**src/rtl/addsub_pkg.sv**
```systemverilog
// rtl/addsub_pkg.sv - shared types and constants for the nibble-serial add/sub controller
//
// Purpose: FSM state encoding, slice width and operation encoding shared by
//          nibble_serial_addsub_ctrl and full_adder_subtractor_4bit.
// Contents: state_t {IDLE, RUN, DONE}, NIB_W, OP_ADD, OP_SUB.
package addsub_pkg;

  typedef enum logic [1:0] {
    IDLE = 2'd0,
    RUN  = 2'd1,
    DONE = 2'd2
  } state_t;

  localparam int NIB_W = 4;

  localparam logic OP_ADD = 1'b0;
  localparam logic OP_SUB = 1'b1;

endpackage

```
**src/rtl/full_adder_subtractor_4bit.sv**
```systemverilog
// rtl/full_adder_subtractor_4bit.sv - 4-bit ripple adder slice shared across nibbles
//
// Purpose: one NIB_W-bit ripple-carry slice. Subtraction is performed by the
//          caller presenting an inverted b and a carry-in of 1.
// Ports:
//   a, b  in   NIB_W  operand nibbles
//   cin   in   1      carry into bit 0
//   sum   out  NIB_W  a + b + cin (low NIB_W bits)
//   cout  out  1      carry out of the top bit
module full_adder_subtractor_4bit
  import addsub_pkg::*;
(
  input  logic [NIB_W-1:0] a,
  input  logic [NIB_W-1:0] b,
  input  logic             cin,
  output logic [NIB_W-1:0] sum,
  output logic             cout
);

  logic [NIB_W:0] c;

  always_comb begin
    c    = '0;
    sum  = '0;
    c[0] = cin;
    for (int i = 0; i < NIB_W; i++) begin
      sum[i]   = a[i] ^ b[i] ^ c[i];
      c[i+1]   = (a[i] & b[i]) | (c[i] & (a[i] ^ b[i]));
    end
    cout = c[NIB_W];
  end

endmodule

```
**src/rtl/nibble_serial_addsub_ctrl.sv**
```systemverilog
// rtl/nibble_serial_addsub_ctrl.sv - WIDTH-bit add/sub sequenced over one shared 4-bit slice
//
// Purpose: accepts operands on a valid/ready handshake, runs the 4-bit slice
//          over WIDTH/4 cycles least-significant nibble first with a registered
//          inter-nibble carry, then holds the result until the consumer accepts.
// Optional feature macro: ADDSUB_FLAGS_EN (zero/overflow flag logic; tied to 0
//          when undefined).
// Ports:
//   clk        in   1      rising-edge clock
//   rst_n      in   1      asynchronous active-low reset
//   in_valid   in   1      operands and op valid
//   in_ready   out  1      controller idle, can accept operands
//   op_a       in   WIDTH  minuend/addend
//   op_b       in   WIDTH  subtrahend/addend
//   sub        in   1      0 = a+b, 1 = a-b
//   out_valid  out  1      result valid
//   out_ready  in   1      consumer accepts result
//   result     out  WIDTH  sum/difference modulo 2^WIDTH
//   carry_out  out  1      final carry (for sub, 1 = no borrow)
//   zero       out  1      result == 0 (ADDSUB_FLAGS_EN)
//   overflow   out  1      signed overflow (ADDSUB_FLAGS_EN)
module nibble_serial_addsub_ctrl
  import addsub_pkg::*;
#(
  parameter int WIDTH = 16
) (
  input  logic             clk,
  input  logic             rst_n,
  input  logic             in_valid,
  output logic             in_ready,
  input  logic [WIDTH-1:0] op_a,
  input  logic [WIDTH-1:0] op_b,
  input  logic             sub,
  output logic             out_valid,
  input  logic             out_ready,
  output logic [WIDTH-1:0] result,
  output logic             carry_out,
  output logic             zero,
  output logic             overflow
);

  localparam int NIB   = WIDTH / NIB_W;
  localparam int CNT_W = (NIB > 1) ? $clog2(NIB) : 1;

  generate
    if ((WIDTH % NIB_W) != 0 || WIDTH < NIB_W) begin : g_bad_width
      $error("nibble_serial_addsub_ctrl: WIDTH must be a multiple of 4 and >= 4");
    end
  endgenerate

  state_t             state;
  state_t             next_state;
  logic [CNT_W-1:0]   cnt;
  logic               carry_reg;
  logic [WIDTH-1:0]   a_reg;
  logic [WIDTH-1:0]   b_reg;
  logic [NIB_W-1:0]   a_nib;
  logic [NIB_W-1:0]   b_nib;
  logic [NIB_W-1:0]   slice_sum;
  logic               slice_cout;
  logic [WIDTH-1:0]   next_result;
  logic               last_nib;

  assign in_ready  = (state == IDLE);
  assign out_valid = (state == DONE);
  assign last_nib  = (cnt == CNT_W'(NIB - 1));

  // Nibble selection and result merge are written as explicit muxes so the
  // counter never has to be scaled into a bit index.
  always_comb begin
    a_nib       = '0;
    b_nib       = '0;
    next_result = result;
    for (int i = 0; i < NIB; i++) begin
      if (cnt == CNT_W'(i)) begin
        a_nib                          = a_reg[i*NIB_W +: NIB_W];
        b_nib                          = b_reg[i*NIB_W +: NIB_W];
        next_result[i*NIB_W +: NIB_W]  = slice_sum;
      end
    end
  end

  full_adder_subtractor_4bit u_slice (
    .a    (a_nib),
    .b    (b_nib),
    .cin  (carry_reg),
    .sum  (slice_sum),
    .cout (slice_cout)
  );

  always_ff @(posedge clk or negedge rst_n) begin
    if (!rst_n) begin
      state <= IDLE;
    end else begin
      state <= next_state;
    end
  end

  always_comb begin
    next_state = state;
    case (state)
      IDLE:    if (in_valid)  next_state = RUN;
      RUN:     if (last_nib)  next_state = DONE;
      DONE:    if (out_ready) next_state = IDLE;
      default: next_state = IDLE;
    endcase
  end

  // b is stored pre-inverted for subtract; the carry register then supplies
  // the +1 of the two's-complement negation on the first nibble.
  always_ff @(posedge clk or negedge rst_n) begin
    if (!rst_n) begin
      a_reg     <= '0;
      b_reg     <= '0;
      carry_reg <= 1'b0;
      cnt       <= '0;
      result    <= '0;
      carry_out <= 1'b0;
    end else begin
      case (state)
        IDLE: begin
          if (in_valid) begin
            a_reg     <= op_a;
            b_reg     <= op_b ^ {WIDTH{sub}};
            carry_reg <= (sub == OP_SUB);
            cnt       <= '0;
          end
        end
        RUN: begin
          result    <= next_result;
          carry_reg <= slice_cout;
          if (last_nib) begin
            cnt       <= '0;
            carry_out <= slice_cout;
          end else begin
            cnt <= cnt + CNT_W'(1);
          end
        end
        default: ;
      endcase
    end
  end

`ifdef ADDSUB_FLAGS_EN
  logic zero_q;
  logic overflow_q;

  // Carry into the MSB is recovered from the MSB sum bit, so no tap inside
  // the slice is needed.
  always_ff @(posedge clk or negedge rst_n) begin
    if (!rst_n) begin
      zero_q     <= 1'b0;
      overflow_q <= 1'b0;
    end else if (state == RUN && last_nib) begin
      zero_q     <= (next_result == '0);
      overflow_q <= (a_reg[WIDTH-1] ^ b_reg[WIDTH-1] ^ slice_sum[NIB_W-1]) ^ slice_cout;
    end
  end

  assign zero     = zero_q;
  assign overflow = overflow_q;
`else
  assign zero     = 1'b0;
  assign overflow = 1'b0;
`endif

endmodule

```
**config.mk**
```make
export PLATFORM = sky130hd
export DESIGN_NAME = nibble_serial_addsub_ctrl
export DESIGN_NICKNAME = d
export VERILOG_FILES = /design/src/rtl/addsub_pkg.sv /design/src/rtl/full_adder_subtractor_4bit.sv /design/src/rtl/nibble_serial_addsub_ctrl.sv
export SDC_FILE = /design/constraint.sdc
export NUM_CORES = 1
export LEC_CHECK = 0
export ABC_CLOCK_PERIOD_IN_PS = 4000
export CAP_MARGIN = 20
export CORE_UTILIZATION = 40
export CTS_CLUSTER_SIZE = 30
export DETAILED_ROUTE_END_ITERATION = 7
export PLACE_DENSITY = 0.66
export SLEW_MARGIN = 5
export SYNTH_ARGS = -nofsm -noshare
export SYNTH_HDL_FRONTEND = slang
export SYNTH_SLANG_ARGS = --single-unit
```
**constraint.sdc**
```tcl
create_clock -name clk -period 4 [get_ports clk]
set_input_delay 0.4 -clock clk [delete_from_list [all_inputs] [get_ports clk]]
set_output_delay 0.4 -clock clk [all_outputs]
set_load 0.01 [all_outputs]
```
Word level (Yosys, flattened, before mapping)
Cells that the tools add are included.

Bits of input ports: 37. Register bits after elaboration: 54. Word-level logic and storage cells: 67. Output and inout bits: 21.

Bitwise logic cells: 21. Multiplexer cells: 17. Reductions and logical operators: 10. Eq/ne operators: 8. Add/sub/neg operators: 1.

Operators with widths (count): 2-to-1 mux 4 bit (8); bitwise XOR 16 bit (1); AND reduction 2 bit (6); 2-to-1 mux 2 bit (5); bitwise AND 1 bit (8); bitwise XOR 1 bit (8); == test 2 bit (second input constant) (3); one-hot mux 2 bit (3 select lines) (1); == test 2 x 1 -> 1 bit (second input constant) (2); logical NOT 2 bit (2); != test 2 bit (second input constant) (2); bitwise OR 1 bit (4); one-hot mux 2 bit (2 select lines) (1); AND reduction 3 bit (1); adder 2 x 1 -> 2 bit (second input constant) (1); != test 2 x 1 -> 1 bit (second input constant) (1); one-hot mux 1 bit (2 select lines) (1); nonzero test 2 bit (1); 2-to-1 mux 1 bit (1).

Longest topological paths before layout
Gate-level depths: netlist of the first run.

Word-level depth: 15. Gate-level depth with buffers: 13. Gate-level depth less buffers: 12.

Modules after synthesis
Synthesis of the first run repeated with hierarchy kept, for this count alone.

Cell total of the unflattened synthesis: 221. Area, all modules: 2658.8 um2.

Modules (own cells, without submodules): nibble_serial_addsub_ctrl (area each 2541.2 um2, sequential area each 1351.3 um2, times used 1, cells each 207); full_adder_subtractor_4bit (area each 117.6 um2, sequential area each 0.0 um2, times used 1, cells each 14).

Least setup slack after synthesis of the first run
OpenSTA, ideal clock, no wires.

Path type: register to register. From: reg cnt[0]. To: reg result[15]. Library setup time: 0.125 ns. Required time: 3.875 ns. Period minus slack after synthesis: 3.043 ns. Path buffers: 0. Path slack: 0.957 ns. Cell stages (with the launch flop): 11. Arrival: 2.919 ns. Path through: dfrtp_1 ha_1 nor2_1 o211ai_1 o221ai_1 fa_1 inv_1 fa_1 fa_1 fa_1 mux2_2.

Longest elaborated chain between the ends: 13. Elaborated cells between the ends (all ways): 27. Classes of those cells: eq/ne: 3; mux: 8; bitwise: 14; reduce/logical: 2.

Ends and longest elaborated chain: start: declaration (line nibble_serial_addsub_ctrl.sv:53) `logic [CNT_W-1:0] cnt;`; start signal: assignment (line nibble_serial_addsub_ctrl.sv:136) `cnt <= cnt + CNT_W'(1);`; logical NOT 2 bit (line nibble_serial_addsub_ctrl.sv:75) `if (cnt == CNT_W'(i)) begin`; 2-to-1 mux 4 bit (4 in series) (line nibble_serial_addsub_ctrl.sv:75); bitwise XOR 1 bit (line full_adder_subtractor_4bit.sv:28) `c[i+1] = (a[i] & b[i]) | (c[i] & (a[i] ^ b[i]));`; bitwise AND 1 bit (line full_adder_subtractor_4bit.sv:28); bitwise OR 1 bit (line full_adder_subtractor_4bit.sv:28); bitwise AND 1 bit (line full_adder_subtractor_4bit.sv:28); bitwise OR 1 bit (line full_adder_subtractor_4bit.sv:28); bitwise AND 1 bit (line full_adder_subtractor_4bit.sv:28); bitwise OR 1 bit (line full_adder_subtractor_4bit.sv:28); bitwise XOR 1 bit * (line full_adder_subtractor_4bit.sv:27) `sum[i] = a[i] ^ b[i] ^ c[i];`; net slice_sum[3] (line nibble_serial_addsub_ctrl.sv:59) `logic [NIB_W-1:0] slice_sum;`; end signal: assignment (line nibble_serial_addsub_ctrl.sv:130) `result <= next_result;`; end: declaration (line nibble_serial_addsub_ctrl.sv:36) `output logic [WIDTH-1:0] result,`.

The timed path passes the listed nets; every way through them passes the cells marked *. A chain may end at the register's enable or synchronous reset.

Worst setup path after layout of the first run
From: reg cnt[0]. To: reg result[11].

Same word-level chain as after synthesis.

==> results of run 1 <==
## worst max-delay path, stage by stage (launching register included)
cell and delay [ns]:
dfrtp_1 0.43, inv_1 0.09, ha_1 0.23, nor2_1 0.37, o211ai_1 0.16, o221ai_1 0.13
fa_1 0.22, inv_1 0.05, fa_1 0.37, fa_1 0.40, fa_1 0.50, mux2_2 0.28
## metal layers
metal  up-vias  routed length (microns)  GRT usage
met3         7                      237     0.0393
met2        50                     2290      0.252
met5         -                        0          0
met4         0                       63     0.0517
met1       801                     2390      0.230
li1        865                        -          -
## worst min path at each step
stage,cells past startpoint,slack [ns],from,to
after floorplan,0,0.10,rst_n,a_reg[0]
after global placement,2,0.46,result[8],result[8]
after detailed placement,2,0.47,result[12],result[12]
after CTS,2,0.24,rst_n,result[12]
after global routing,2,0.27,rst_n,result[4]
final,2,0.21,rst_n,state[1]
## cell usage after synthesis
master	count	area, sq um
nor2b_1	1	6.26
nand3b_1	10	75.1
buf_4	5	37.5
a21oi_1	13	65.1
a21oi_2	4	35.0
nand2_1	18	67.6
clkinv_1	1	3.75
nor2_1	20	75.1
mux2_2	29	327
a31oi_1	6	37.5
a22oi_1	1	7.51
ha_1	4	50.1
buf_2	3	15.0
o221ai_1	2	17.5
o21ai_0	7	35.0
inv_1	6	22.5
fa_1	4	80.1
clkbuf_1	2	7.51
nor4bb_1	1	10.0
mux2i_1	1	10.0
nand2b_1	1	6.26
conb_1	1	3.75
buf_6	4	45.0
o41ai_1	1	8.76
nor3b_4	1	18.8
dfrtp_1	54	1350
xnor2_1	16	140
o211ai_1	2	15.0
o22ai_1	6	37.5
## layout make-up
cell class | count | area (sq um)
flip-flops and latches | 54 | 1350
fillers | 601 | 3060
well taps | 77 | 96.3
clock inverters | 2 | 10.0
inverters | 7 | 26.3
repair buffers | 58 | 568
multi-input cells | 150 | 1130
clock buffers | 5 | 68.8
## report_power, final
part	internal, mW	leakage, nW	switching, mW
registers	0.831	0.630	0.191
clock network	0.118	0.0438	0.170
logic	0.757	0.649	0.694
## cells by family after synthesis
family / after synthesis / synth area share
xor+xnor: 16 / 0.0537
buf+inv: 21 / 0.0503
flops: 54 / 0.517
simple gates: 52 / 0.0992
compound gates: 42 / 0.0992
fa+ha+maj: 8 / 0.0498
other cells: 1 / 0.00144
mux: 30 / 0.129
## per-stage QoR
stage | hold slack [ns] | utilization | setup WS (ns)
6_report | 0.206 | 0.515 | 0.655
5_1_grt | 0.271 | 0.515 | 0.393
4_1_cts | 0.236 | 0.515 | 0.649
3_5_place_dp | 0.472 | 0.503 | 0.651
3_3_place_gp | 0.461 | 0.503 | 0.775
2_1_floorplan | 0.104 | - | 0.957
==> results.yml, run 1 <==
critical_path:
  arrival_ns: 3.54
  crit_type: "reg -> reg"
  cp-startpoint: "cnt[0]"
  r2r_end: "result[11]"
  crit_path_end: "result[11]"
  cp_max_fo: 8
  end_kind: "flip-flop"
  cp_data_required_time_ns: 4.20
  reg2reg_slack_ns: 0.65
  cp-start-kind: "flip-flop"
  rr_startpoint: "cnt[0]"
  ff2ff_path_depth: 11
floorplan:
  die_h_microns: 82.8
  io_pins: 58
  rows: 29
  initial_core_util: 0.414
  die_w_microns: 82.8
  core_sq_um: 6310
  die-area_sq_um: 6860
timing:
  tns_ns: 0
  slew_headroom: 0.374
  rsz0062_at_grt: "false"
  setup_violations: 0
  max_freq_ghz: 0.299
  finalClockSkew_ns: 0.00484
  finalCritPeriodShare: 0.836
  layout_min_cycle_time_ns: 3.35
  slew_violations: 0
  final_hold_viol_count: 0
  worstMarginPinSlew_ns: 0.938
hold_path:
  hp-class: "in -> async"
cells_and_area:
  drive_gt1_frac: 0.163
  instances_no_fill: 353
  final_area_sq_um: 3250
  final_cell_mix: "dfrtp_1, clkdlybuf4s50_1, mux2_2"
  diodes: 0
  area_delta_synth_final_pct: 24.6
  layout.nets: 321
global_routing:
  overflow: 0
  antenna_found_initial: 0
  grt_pass1_vias: 1674
  grt.total_usage: 0.165
  grt_pass1_wl_mm: 8.22
  grt_max_degree: 55
clock_tree:
  cts_setup_buffers: 0
  cts_buffers: 5
  clockBufferDepth: 2
  ctsHoldBuffers: 0
  cts-resized-gates: 0
  htreeDepth: 2
  clkSinkCount: 54
  clock-root-buffer: "clkbuf_8"
  clock_latency_ns: 0.31
  cts_tree: "built"
  clk_pin_slew_worst_paths_ns: 0.09
placement:
  hpwl_mm: 3.74
  gp_congestion: 0.842
  placed_area_sq_um: 3170
  port_buffers: 55
  placed_cells: 346
logic_synthesis:
  yosys_warnings: 0
  synth_area_sq_um: 2610
  netlist_instances: 224
  synth_seq_cells: 54
  syn_area_per_cell_sq_um: 11.7
  ys_seq_area_frac: 0.517
  synth_cell_type_count: 29
drt:
  routed_wl_mm: 4.98
  drtAntennaViolNets: 0
  route.detailed.drc: 0
  vias: 1723
  routedWlPerCell_microns: 14.1
  vias_per_cell: 4.88
  initialDrtViolationCount: 67
  dr.pass1.iters: 4
run:
  cap_violations: 0
power_and_ir_drop:
  p_per_area_nw_per_um2: 849
  irDropWorstVdd_mv: 0.568
  p_leak_nw: 1.32
  power_mw: 2.76
outcome:
  outcome: "complete, no violations"
(Power assumes the default switching activity.)
==> run 2: changes to the inputs <==
ABC_CLOCK_PERIOD_IN_PS = 2700   (was 4000)
PLACE_DENSITY = 0.68   (was 0.66)
clock period = 2.7 ns   (was 4 ns; I/O delays follow)
==> run 2 against run 1 <==
The run now ends with setup timing left. Wire length rose by 6.7%. Sequential power grew 52%. Via count grew 6.6%. Design area is 8.9% higher. Fmax grew 17%. Clock power increased by 91%. Clock skew is 0.0074 ns higher. Total power up 71%. First-iteration DRC count increased by 30%. Worst setup slack worse by 0.81 ns. Count of clock-buffer cells in the layout grew 1. Utilization grew 4.6 points. Critical endpoint is now result[3].
==> results.yml, run 2 (synthesis results as in run 1) <==
cells_and_area:
  drive_gt1_frac: 0.273
  layout.nets: 338
  final_cell_mix: "clkdlybuf4s50_1, dfrtp_1, mux2_2"
  fillers: 548
  post-route-util: 0.561
  diodes: 0
  instances_no_fill: 370
  area_delta_synth_final_pct: 35.6
  layout_commonest_cell: "clkdlybuf4s50_1"
clock_tree:
  clk_pin_slew_worst_paths_ns: 0.10
  cts_buffers: 5
  clock-root-buffer: "clkbuf_8"
  htreeDepth: 2
  clockBufferDepth: 2
  clkSinkCount: 54
  cts_tree: "built"
  clock_latency_ns: 0.31
drt:
  top_layer: "met4"
  drtAntennaViolNets: 0
  vias_per_cell: 4.96
  wl_met2_mm: 2.57
  initialDrtViolationCount: 87
  wl_met1_mm: 2.41
  route.detailed.drc: 0
  vias: 1836
  routedWlPerCell_microns: 14.4
  routed_wl_mm: 5.32
  dr.pass1.iters: 4
  wl_met3_microns: 273
placement:
  hpwl_mm: 4.13
  port_buffers: 55
  gp_congestion: 0.870
  placed_cells: 359
global_routing:
  grt.total_usage: 0.183
  grt_max_degree: 32
  overflow: 0
  grt_pass1_vias: 1876
  antenna_found_initial: 0
  grt_pass1_wl_mm: 9.15
floorplan:
  rows: 29
  initial_core_util: 0.414
  die-area_sq_um: 6860
  die_h_microns: 82.8
  die_w_microns: 82.8
  core_sq_um: 6310
  io_pins: 58
timing:
  max_freq_ghz: 0.350
  finalCritPeriodShare: 1.06
  final_hold_viol_count: 0
  setup_violations: 5
  slew_headroom: 0.367
  worstMarginPinSlew_ns: 0.947
  layout_min_cycle_time_ns: 2.85
  finalClockSkew_ns: 0.0122
  final.setup.worst_slack_ns: -0.155
  rsz0062_at_grt: "true"
  slew_violations: 0
  whs_ns: 0.464
  tns_ns: -0.661
hold_path:
  hp-class: "in -> async"
outcome:
  outcome: "finished, violations left"
  violations: "setup timing"
critical_path:
  cp-start-kind: "flip-flop"
  cp_slowest_cell: "dfrtp_2"
  rr_startpoint: "cnt[0]"
  end_kind: "flip-flop"
  arrival_ns: 3.05
  cpPeakStageDelay_ns: 0.47
  reg2reg_slack_ns: -0.15
  cp_data_required_time_ns: 2.90
  crit_family: "adder cells"
  r2r_end: "result[3]"
  cp_max_fo: 6
  crit_buf_inv: 2
  cpMostUsedCell: "fa_2"
  worstPathCellList: "buf_6 > ha_4 > o211ai_1 > o221ai_4 > fa_2 > inv_2 > fa_2 > fa_2 > fa_2 > mux2_2"
  ff2ff_path_depth: 10
  crit_type: "reg -> reg"
power_and_ir_drop:
  p_leak_nw: 1.43
  power_mw: 4.73
  p_per_area_nw_per_um2: 1340
  irDropWorstVdd_mv: 0.718
run:
  cap_violations: 0
[run 2: changes by cell type in the layout (fill, tap and decap cells not counted), moves of 2 or more]
cell | before | now
buf_4 | 3 | 18
dfrtp_1 | 54 | 52
dfrtp_2 | 0 | 2
fa_1 | 4 | 0
fa_2 | 0 | 4
ha_1 | 4 | 0
ha_4 | 0 | 4
inv_1 | 6 | 3
inv_2 | 0 | 2
mux2_2 | 29 | 26
mux2_4 | 0 | 3
o221ai_1 | 2 | 0
[run 2: power breakdown]
group	total, mW	leakage (nW)	switching (mW)	internal (mW)
Clock	0.550	0.0573	0.253	0.297
Combinational	2.64	0.748	1.18	1.46
Sequential	1.55	0.628	0.313	1.23
Total	4.73	1.43	1.74	2.99
[run 2: metal layers]
metal  GRT usage  vias to the layer above
met1       0.239                      875
met4      0.0466                        0
li1            -                      902
met2       0.304                       52
met5           0                        -
met3      0.0426                        7
[run 2: final cells by class]
cell class              instances  area, sq um  area share
inverters                       7         30.0     0.00848
multi-input cells             150         1250       0.352
well taps                      77         96.3      0.0272
flip-flops and latches         54         1350       0.382
clock buffers                   6         82.6      0.0233
clock inverters                 1         30.0     0.00848
repair buffers                 75          702       0.198
[run 2: worst max path at each step]
stage,start,endpoint,slack (ns),cells after the start
6_report,cnt[0],result[3],-0.15,10
5_1_grt,cnt[0],result[7],-0.26,10
4_1_cts,cnt[0],result[3],-0.17,10
3_5_place_dp,cnt[0],result[15],-0.22,10
3_3_place_gp,cnt[0],result[7],-0.15,10
2_1_floorplan,cnt[0],result[15],-0.15,12
[run 2: per-stage QoR]
| stage | worst slack (ns) | area, sq um |
|---|---|---|
| 2_1_floorplan | -0.149 | 2690 |
| 3_3_place_gp | -0.150 | 3330 |
| 3_5_place_dp | -0.222 | 3330 |
| 4_1_cts | -0.170 | 3530 |
| 5_1_grt | -0.260 | 3540 |
| 6_report | -0.155 | 3540 |
[run 2: what timing repair did]
item | CTS | global route
endpoints found under the setup margin | 10 | 10
pin swaps | 2 | 0
gates resized for setup | 13 | 2
endpoints found under the hold margin | 23 | 0
setup buffers | 3 | 0
hold buffers | 1 | 0
